[config.mk]
export PLATFORM = sky130hd
export DESIGN_NAME = parallel_to_serial
export DESIGN_NICKNAME = d
export VERILOG_FILES = /design/src/rtl/p2s_pkg.sv /design/src/rtl/p2s_hold_buf.sv /design/src/rtl/parallel_to_serial.sv
export SDC_FILE = /design/constraint.sdc
export NUM_CORES = 1
export LEC_CHECK = 0
export ABC_AREA = 1
export BUFFER_PORTS_ARGS = -buffer_cell sky130_fd_sc_hd__buf_2
export CAP_MARGIN = 20
export CORE_MARGIN = 3
export CORE_UTILIZATION = 54
export DETAILED_ROUTE_END_ITERATION = 10
export GPL_TIMING_DRIVEN = 1
export PLACE_DENSITY_LB_ADDON = 0.08
export SLEW_MARGIN = 10
export SYNTH_ARGS = -nofsm -noshare
export SYNTH_HDL_FRONTEND = slang
export SYNTH_SLANG_ARGS = --single-unit
[constraint.sdc]
create_clock -name clk -period 1.8 [get_ports clk]
set_clock_uncertainty 0.15 [all_clocks]
set_input_delay 0.36 -clock clk [delete_from_list [all_inputs] [get_ports clk]]
set_output_delay 0.36 -clock clk [all_outputs]
set_load 0.02 [all_outputs]
[src/rtl/p2s_pkg.sv]
// Shared constants and types for the parallel_to_serial byte serializer.
package p2s_pkg;

  localparam int unsigned BYTE_W    = 8;
  localparam int unsigned NUM_BYTES = 8;
  localparam int unsigned IDX_W     = 3;

  typedef logic [NUM_BYTES-1:0][BYTE_W-1:0] frame_t;

  typedef enum logic {
    IDLE  = 1'b0,
    SHIFT = 1'b1
  } state_t;

endpackage

[src/rtl/p2s_hold_buf.sv]
// One-frame holding register with valid flag; lets the next frame be accepted while the current one shifts.
module p2s_hold_buf
  import p2s_pkg::*;
(
  input  logic   clk,
  input  logic   reset,
  input  logic   wr_en,
  input  logic   rd_en,
  input  frame_t wr_data,
  output logic   hold_valid,
  output frame_t hold_data
);

  always_ff @(posedge clk) begin
    if (reset) begin
      hold_valid <= 1'b0;
      hold_data  <= '0;
    end else if (wr_en) begin
      hold_valid <= 1'b1;
      hold_data  <= wr_data;
    end else if (rd_en) begin
      hold_valid <= 1'b0;
    end
  end

endmodule

[src/rtl/parallel_to_serial.sv]
// Eight-byte frame serializer, D7 first, D0 last (flagged by q_last).
// Define P2S_PRELOAD_EN to add a hold buffer for gap-free back-to-back frames.
module parallel_to_serial
  import p2s_pkg::*;
(
  input  logic              clk,
  input  logic              reset,
  input  logic [BYTE_W-1:0] D0,
  input  logic [BYTE_W-1:0] D1,
  input  logic [BYTE_W-1:0] D2,
  input  logic [BYTE_W-1:0] D3,
  input  logic [BYTE_W-1:0] D4,
  input  logic [BYTE_W-1:0] D5,
  input  logic [BYTE_W-1:0] D6,
  input  logic [BYTE_W-1:0] D7,
  input  logic              load_valid,
  output logic              load_ready,
  output logic [BYTE_W-1:0] q_data,
  output logic              q_valid,
  input  logic              q_ready,
  output logic              q_last
);

  state_t             state, state_next;
  logic [IDX_W-1:0]   idx, idx_next;
  frame_t             frame, frame_src, d_bus;
  logic               frame_ld;
  logic               load_hs;

  assign d_bus   = {D7, D6, D5, D4, D3, D2, D1, D0};
  assign load_hs = load_valid && load_ready;

`ifdef P2S_PRELOAD_EN
  logic   hold_valid, hold_wr, hold_rd;
  frame_t hold_data;

  p2s_hold_buf u_hold (
    .clk        (clk),
    .reset      (reset),
    .wr_en      (hold_wr),
    .rd_en      (hold_rd),
    .wr_data    (d_bus),
    .hold_valid (hold_valid),
    .hold_data  (hold_data)
  );
`endif

  always_ff @(posedge clk) begin
    if (reset) begin
      state <= IDLE;
      idx   <= '1;
    end else begin
      state <= state_next;
      idx   <= idx_next;
    end
  end

  always_ff @(posedge clk) begin
    if (reset) begin
      frame <= '0;
    end else if (frame_ld) begin
      frame <= frame_src;
    end
  end

  always_comb begin
    state_next = state;
    idx_next   = idx;
    frame_ld   = 1'b0;
    frame_src  = d_bus;
`ifdef P2S_PRELOAD_EN
    hold_rd    = 1'b0;
`endif
    case (state)
      IDLE: begin
        if (load_hs) begin
          state_next = SHIFT;
          idx_next   = '1;
          frame_ld   = 1'b1;
        end
      end
      SHIFT: begin
        if (q_ready) begin
          if (idx != '0) begin
            idx_next = idx - 1'b1;
          end else begin
`ifdef P2S_PRELOAD_EN
            // Last byte leaving: chain the held frame, else a frame arriving this very edge.
            if (hold_valid) begin
              frame_ld  = 1'b1;
              frame_src = hold_data;
              idx_next  = '1;
              hold_rd   = 1'b1;
            end else if (load_hs) begin
              frame_ld = 1'b1;
              idx_next = '1;
            end else begin
              state_next = IDLE;
              idx_next   = '1;
            end
`else
            state_next = IDLE;
            idx_next   = '1;
`endif
          end
        end
      end
      default: begin
        state_next = IDLE;
        idx_next   = '1;
      end
    endcase
`ifdef P2S_PRELOAD_EN
    hold_wr = load_hs && (state == SHIFT) && !frame_ld;
`endif
  end

  always_comb begin
    q_valid = (state == SHIFT);
    q_data  = q_valid ? frame[idx] : '0;
    q_last  = q_valid && (idx == '0);
`ifdef P2S_PRELOAD_EN
    load_ready = !reset && ((state == IDLE) || !hold_valid);
`else
    load_ready = !reset && (state == IDLE);
`endif
  end

endmodule

# Word-level counts from Yosys, hierarchy flattened
# Cells that the tools add are included.
# Widths: inputs -> output; s select.
[totals] elab_cells=34 out_inout_bits=11 regBits=68
[op_classes] order_cmp=1 n_eq_ne=2 n_mux=12 reduce_logical=7 n_addsub=1 bitwise=1
[op_table] operator="$bmux 8 s3" n=1
[op_table] operator="$mux 8" n=2
[op_table] operator="$mux 3" n=3
[op_table] operator="$pmux 3 s2" n=1
[op_table] operator="$lt 3x4->1 const B" n=1
[op_table] operator="$mux 1" n=4
[op_table] operator="$ne 2x2->1 const B" n=2
[op_table] operator="$logic_and 1x1->1" n=3
[op_table] operator="$logic_not 3->1" n=1
[op_table] operator="$reduce_bool 3->1" n=1
[op_table] operator="$sub 3x1->3 const B" n=1
[op_table] operator="$pmux 1 s2" n=1
[op_table] operator="$reduce_and 2->1" n=1
[op_table] operator="$logic_not 1->1" n=1
[op_table] operator="$not 1->1" n=1

# Logic depth before layout (Yosys ltp)
# Gate-level depths: netlist of run 1.
[depth] depth_word=5 ltp_mapped=8

# Least setup slack after synthesis of run 1
# No wires, ideal clock.
[synth_path] path_kind="reg-to-output" startpoint="reg idx[0]" endpoint="out q_last" path_slack_ps=88 path_stages_with_launch=7 path_buffers=2 t_arrival_ps=1202 required_time_ps=1290 cell_sequence="dfxtp_1 buf_2 inv_2 buf_2 ha_1 nand2_1 nor2_1"
[synth_between] elab_chain_len=2
[synth_rtl] element="start, declared" line_no="parallel_to_serial.sv:25" source="logic [IDX_W-1:0] idx, idx_next;"
[synth_rtl] element="start signal, assigned" line_no="parallel_to_serial.sv:54" source="idx <= idx_next;"
[synth_rtl] element="$logic_not 3->1" line_no="parallel_to_serial.sv:121" source="q_last = q_valid && (idx == '0);"
[synth_rtl] element="$logic_and 1x1->1" line_no="parallel_to_serial.sv:121"
[synth_rtl] element="end, declared" line_no="parallel_to_serial.sv:21" source="output logic q_last"
# No other way between the ends.

# Final worst setup path of run 1
[layout_path] startpoint="reg idx[0]" endpoint="out q_data[1]"
[layout_between] elab_chain_len=3
[layout_rtl] element="$bmux 8 s3" line_no="parallel_to_serial.sv:120" source="q_data = q_valid ? frame[idx] : '0;"
[layout_rtl] element="$mux 8 (not written as such)" line_no="parallel_to_serial.sv:120"
[layout_rtl] element="$mux 8" line_no="parallel_to_serial.sv:120"
[layout_rtl] element="end, declared" line_no="parallel_to_serial.sv:18" source="output logic [BYTE_W-1:0] q_data,"
# No other way between the ends. The select of a mux whose other input is x is not followed.

==> metrics.yaml, run 1 <==
run_status: "finished, violations left"
failed_checks: "setup timing"
p_sw_share_pct: 29.6
hold_viol: 0
grt_max_degree: 55
p_leak_nw: 1.91
final_nets: 601
synthCells: 457
rsz0062_at_grt: "true"
hold_class: "input port to flop"
holdPathStages: 2
drt_drc_violations_left: 0
cts_made_buffers: 9
fin_cells: 611
fillers: 528
syn_area_sq_um: 3510
io_buffers: 78
area_growth_pct: 21.6
grt_pass1_vias: 2898
synth_compound_area_share_pct: 28.0
rows: 28
vias: 3081
r2r_setup_slack_ps: 270
maxCapViolations: 0
intPower_mw: 2.66
min-delay-start: "reset"
antenna_found_initial: 0
powerDensity_nw_per_um2: 885
root_buffer: "clkbuf_8"
maxSlewViolCount: 0
p_seq_share_pct: 43.8
dieArea_sq_um: 7500
critPathKind: "flop to output pin"
worstReg2RegEnd: "frame[58]"
setup_viol: 9
drt-wirelength-per-cell_um: 13.4
yosysWarnings: 0
clkPwrFrac_pct: 34.2
clkLatencyLatePin_ps: 340
synth.area.mux_share_pct: 0
end_kind: "output pin"
num_io_pins: 79
ys.flop_type: "dfxtp_1"
fin_crit_ps: 1990
firstDrtPassIters: 4
crit_fanout: 25
dpl.hpwl_um: 5850
postSynth.asyncResetShare_pct: 0
synth-adder-area-share_pct: 0.714
synthXorXnorAreaFrac_pct: 0
fmax_mhz: 502
relSlewSlack_pct: 77.4
synth_top_family_by_area: "compound AO/OA/AOI/OAI gates"
syn_area_per_cell_sq_um: 7.67
synthSimpleGateAreaFrac_pct: 17.8
final_layout_size_suffix_gt1_share_pct: 40.3
worst_ep_required_time_ps: 1290
ir_drop_mv: 0.592
tritoncts: "built"
htree_levels: 3
p_switching_mw: 1.12
synth_cell_types: 25
comb_power_share_pct: 22.0
clk_pin_slew_ps: 70
coreArea_sq_um: 6100
synth-seq-cells: 68
synth_edf_count: 0
gp_congestion: 0.859
cp_data_arrival_time_ps: 1480
fin_hold_ws_ps: 110
grt_first_pass_wirelength_um: 13600
fp.dieH_um: 86.6
reg2reg_depth: 5
worstSetupStartpointType: "flop"
drt_wl_total_um: 8160
r2r-start: "q_valid"
yosysSeqAreaShare_pct: 38.8
ant_nets: 0
fin_util_pct: 70.0
gr-total-overflow: 0
post-route-period-util_pct: 111
final_common_cell: "nand2_1"
track_usage_pct: 22.9
setup_slack_ps: -193
synthesis.nets: 527
final_area_sq_um: 4260
place_area_sq_um: 3930
viasPerCell: 5.04
insertedDiodeCount: 0
dp.cells: 594
drtIter0Drc: 124
min_to: "q_valid"
power_mw: 3.77
floorplan.initialDensity_pct: 57.5
fp.dieW_um: 86.6
layout_common_cells: "nand2_1 (84), buf_2 (69), inv_1 (67)"
clk_path_buf_depth: 2
worst_pin_slew_ps: 338
cts_sinks: 68
[cell type report]
cell class / instances / area, sq um / share of cell area, %
clock buffer: 12 / 155 / 3.64
multi-input combinational: 285 / 1700 / 39.9
sequential: 68 / 1370 / 32.1
tap: 75 / 93.8 / 2.20
timing repair buffer: 97 / 628 / 14.7
clock inverter: 4 / 47.5 / 1.12
inverter: 70 / 270 / 6.34
[worst max-delay path by stage]
stage / startpoint / endpoint / slack [ps] / depth (start not counted)
floorplan: idx[0] / q_last / 90 / 6
global placement: idx[0] / q_data[1] / 50 / 8
detailed placement: idx[0] / q_data[1] / 40 / 8
CTS: idx[0] / q_data[3] / -190 / 8
global route: idx[0] / q_data[4] / -270 / 8
finish: idx[0] / q_data[1] / -190 / 8
[logic make-up (layout without fill, tap and decap cells)]
logic type,after synthesis,count (layout)
and+or+nand+nor,148,148
AOI/OAI and AO/OA,135,135
buffers and inverters,104,183
DFF,68,68
adders and majority gates,2,2
[sequential cells by signal, summed over array words and instances, names as in the netlist]
name	count
q_valid	1
frame	64
idx	3
[cells in the mapped netlist, types with 3 or more instances]
| cell type | count | area, sq um |
|---|---|---|
| a21oi_2 | 44 | 385 |
| nor2_1 | 18 | 67.6 |
| a21oi_1 | 22 | 110 |
| buf_4 | 3 | 22.5 |
| nand2_1 | 85 | 319 |
| o21ai_0 | 30 | 150 |
| nand3_1 | 42 | 210 |
| buf_2 | 18 | 90.1 |
| inv_2 | 3 | 11.3 |
| o21ai_2 | 36 | 315 |
| buf_6 | 8 | 90.1 |
| inv_1 | 67 | 251 |
| dfxtp_1 | 68 | 1360 |
[worst max-delay path: stages, from the launching register on]
cell	delay, ps
dfxtp_4	380
inv_4	50
buf_12	150
nand2_1	60
nand3_1	80
nand3_1	90
nand2_1	60
nor2_2	120
buf_4	150
[metrics by stage]
step | worst slack (ps) | setup TNS (ps)
floorplan | 88.0 | 0
finish | -193 | -1530
detailed placement | 35.5 | 0
CTS | -194 | -1570
global placement | 50.6 | 0
global route | -272 | -2190
[power groups by stage]
stage / clock network, mW / logic [mW] / registers, mW
global placement: 0 / 0.771 / 1.68
CTS: 1.30 / 0.806 / 1.65
detailed placement: 0 / 0.781 / 1.69
finish: 1.29 / 0.829 / 1.65
global route: 1.36 / 0.927 / 1.66
floorplan: 0 / 0.572 / 1.68
[layer usage]
layer	global-route usage [%]	wire length, um
met1	31.5	3850
met2	35.0	3740
met3	3.80	452
met4	10.6	123
met5	0	0
[repair_timing]
action / 4_1_cts / 5_1_grt
pin swaps: 3 / 2
endpoints found under the setup margin: 9 / 9
setup buffers: 1 / 0
hold buffers: 0 / 0
gates resized for setup: 20 / 18
Note: power is estimated with default switching activity, not from simulation.
==> inputs of run 2 (changes only) <==
Settings changed: SKIP_LAST_GASP set to 1.
==> metrics.yaml, run 2 (synthesized netlist as in run 1, its figures left out) <==
final_layout_size_suffix_gt1_share_pct: 46.9
fin_util_pct: 74.7
rows: 28
floorplan.initialDensity_pct: 57.5
gr-total-overflow: 0
vias: 3172
gp_congestion: 0.859
crit_path_max_incr_delay_ps: 410
path_cells: "inv_8 -> clkbuf_16 -> nand2_4 -> nand3_4 -> nand2_2 -> nor2_1 -> nor2_2 -> buf_6"
drt-wirelength-per-cell_um: 14.1
critical_path_cell_count: 8
top_register: "frame"
insertedDiodeCount: 0
worst_pin_slew_ps: 346
maxCapViolations: 0
worstSetupStartpointType: "flop"
run_status: "finished, violations left"
track_usage_pct: 22.9
power_mw: 3.89
root_buffer: "clkbuf_8"
grt_max_degree: 55
num_io_pins: 79
tritoncts: "built"
path_buf_inv: 3
hold_viol: 0
drtIter0Drc: 171
layout_common_cells: "buf_2 (69), inv_1 (67), nand2_1 (67)"
fin_crit_ps: 2020
critPathSlowestCell: "dfxtp_4"
grt_first_pass_wirelength_um: 13600
coreArea_sq_um: 6100
clk_pin_slew_ps: 70
worst_ep_required_time_ps: 1290
powerDensity_nw_per_um2: 854
final_area_sq_um: 4550
post-route-period-util_pct: 112
crit_fanout: 6
viasPerCell: 5.14
final_nets: 607
drt_wl_total_um: 8730
worstReg2RegEnd: "idx[2]"
fmax_mhz: 496
fp.dieH_um: 86.6
ir_drop_mv: 0.592
hold_class: "input port to flop"
dpl.hpwl_um: 5850
htree_levels: 3
tns_ps: -1720
setup_slack_ps: -216
firstDrtPassIters: 4
clk_path_buf_depth: 2
r2r_setup_slack_ps: 130
end_kind: "output pin"
cts_made_buffers: 9
r2r-start: "idx[0]"
fin_cells: 617
critPathKind: "flop to output pin"
fp.dieW_um: 86.6
fin_hold_ws_ps: 121
dp.cells: 594
cp_data_arrival_time_ps: 1510
cts_sinks: 68
grt_pass1_vias: 2898
area_growth_pct: 29.8
relSlewSlack_pct: 77.0
ant_nets: 0
failed_checks: "setup timing"
setup_viol: 9
final_common_cell: "buf_2"
rsz0062_at_grt: "true"
cpLargestDelayFamily: "flip-flops"
place_area_sq_um: 3930
drt_drc_violations_left: 0
clkLatencyLatePin_ps: 340
maxSlewViolCount: 0
io_buffers: 78
reg2reg_depth: 9
setup.worst_path.start: "idx[0]"
p_leak_nw: 2.01
worstSetupEndpoint: "q_data[1]"
largest_reg_flops: 64
antenna_found_initial: 0
dieArea_sq_um: 7500
pre_cts_slack_ps: 35.5
run 2: cell count changes in the layout (fill, tap and decap cells not counted), moves of 2 or more:
cell | previous run | this run
nor2_1 | 11 | 9
nor2_4 | 1 | 3
nand3_1 | 34 | 22
nand2_2 | 2 | 15
buf_8 | 0 | 2
nand3_2 | 8 | 19
clkbuf_16 | 0 | 3
nand2_4 | 0 | 4
nand2_1 | 84 | 67
buf_4 | 18 | 16
buf_6 | 6 | 9
run 2: power breakdown:
group | internal [mW] | switching, mW
Clock | 0.711 | 0.570
Sequential | 1.62 | 0.0401
Combinational | 0.389 | 0.560
Total | 2.72 | 1.17
run 2: layout make-up:
type,count,area [sq um]
repair buffers,103,752
clock buffers,12,155
multi-input cells,285,1860
clock inverters,4,47.5
fillers,467,1550
well taps,75,93.8
flip-flops and latches,68,1370
inverters,70,275
run 2: metal layers:
layer / routed length, um / track usage, %
met1: 3900 / 31.5
met2: 4110 / 35.0
met3: 553 / 3.80
met4: 165 / 10.6
met5: 0 / 0
run 2: timing repair:
action | in CTS | in global routing
hold buffers | 0 | 0
pin swaps | 3 | 22
gates cloned | 0 | 4
resized for setup | 17 | 69
setup endpoints to repair | 9 | 9
buffers inserted | 1 | 2
run 2: how the worst min path moves through the flow:
stage                     startpoint         to  depth (start not counted)
after floorplan             frame[0]   frame[0]                          2
after global placement     frame[42]  frame[42]                          2
after detailed placement   frame[52]  frame[52]                          2
after CTS                      reset    q_valid                          2
after global routing           D7[6]  frame[62]                          3
final                          D7[6]  frame[62]                          3
run 2: worst min-delay path, stage by stage:
cell and delay, ps:
buf_2 80, o21ai_2 50, a21oi_2 80
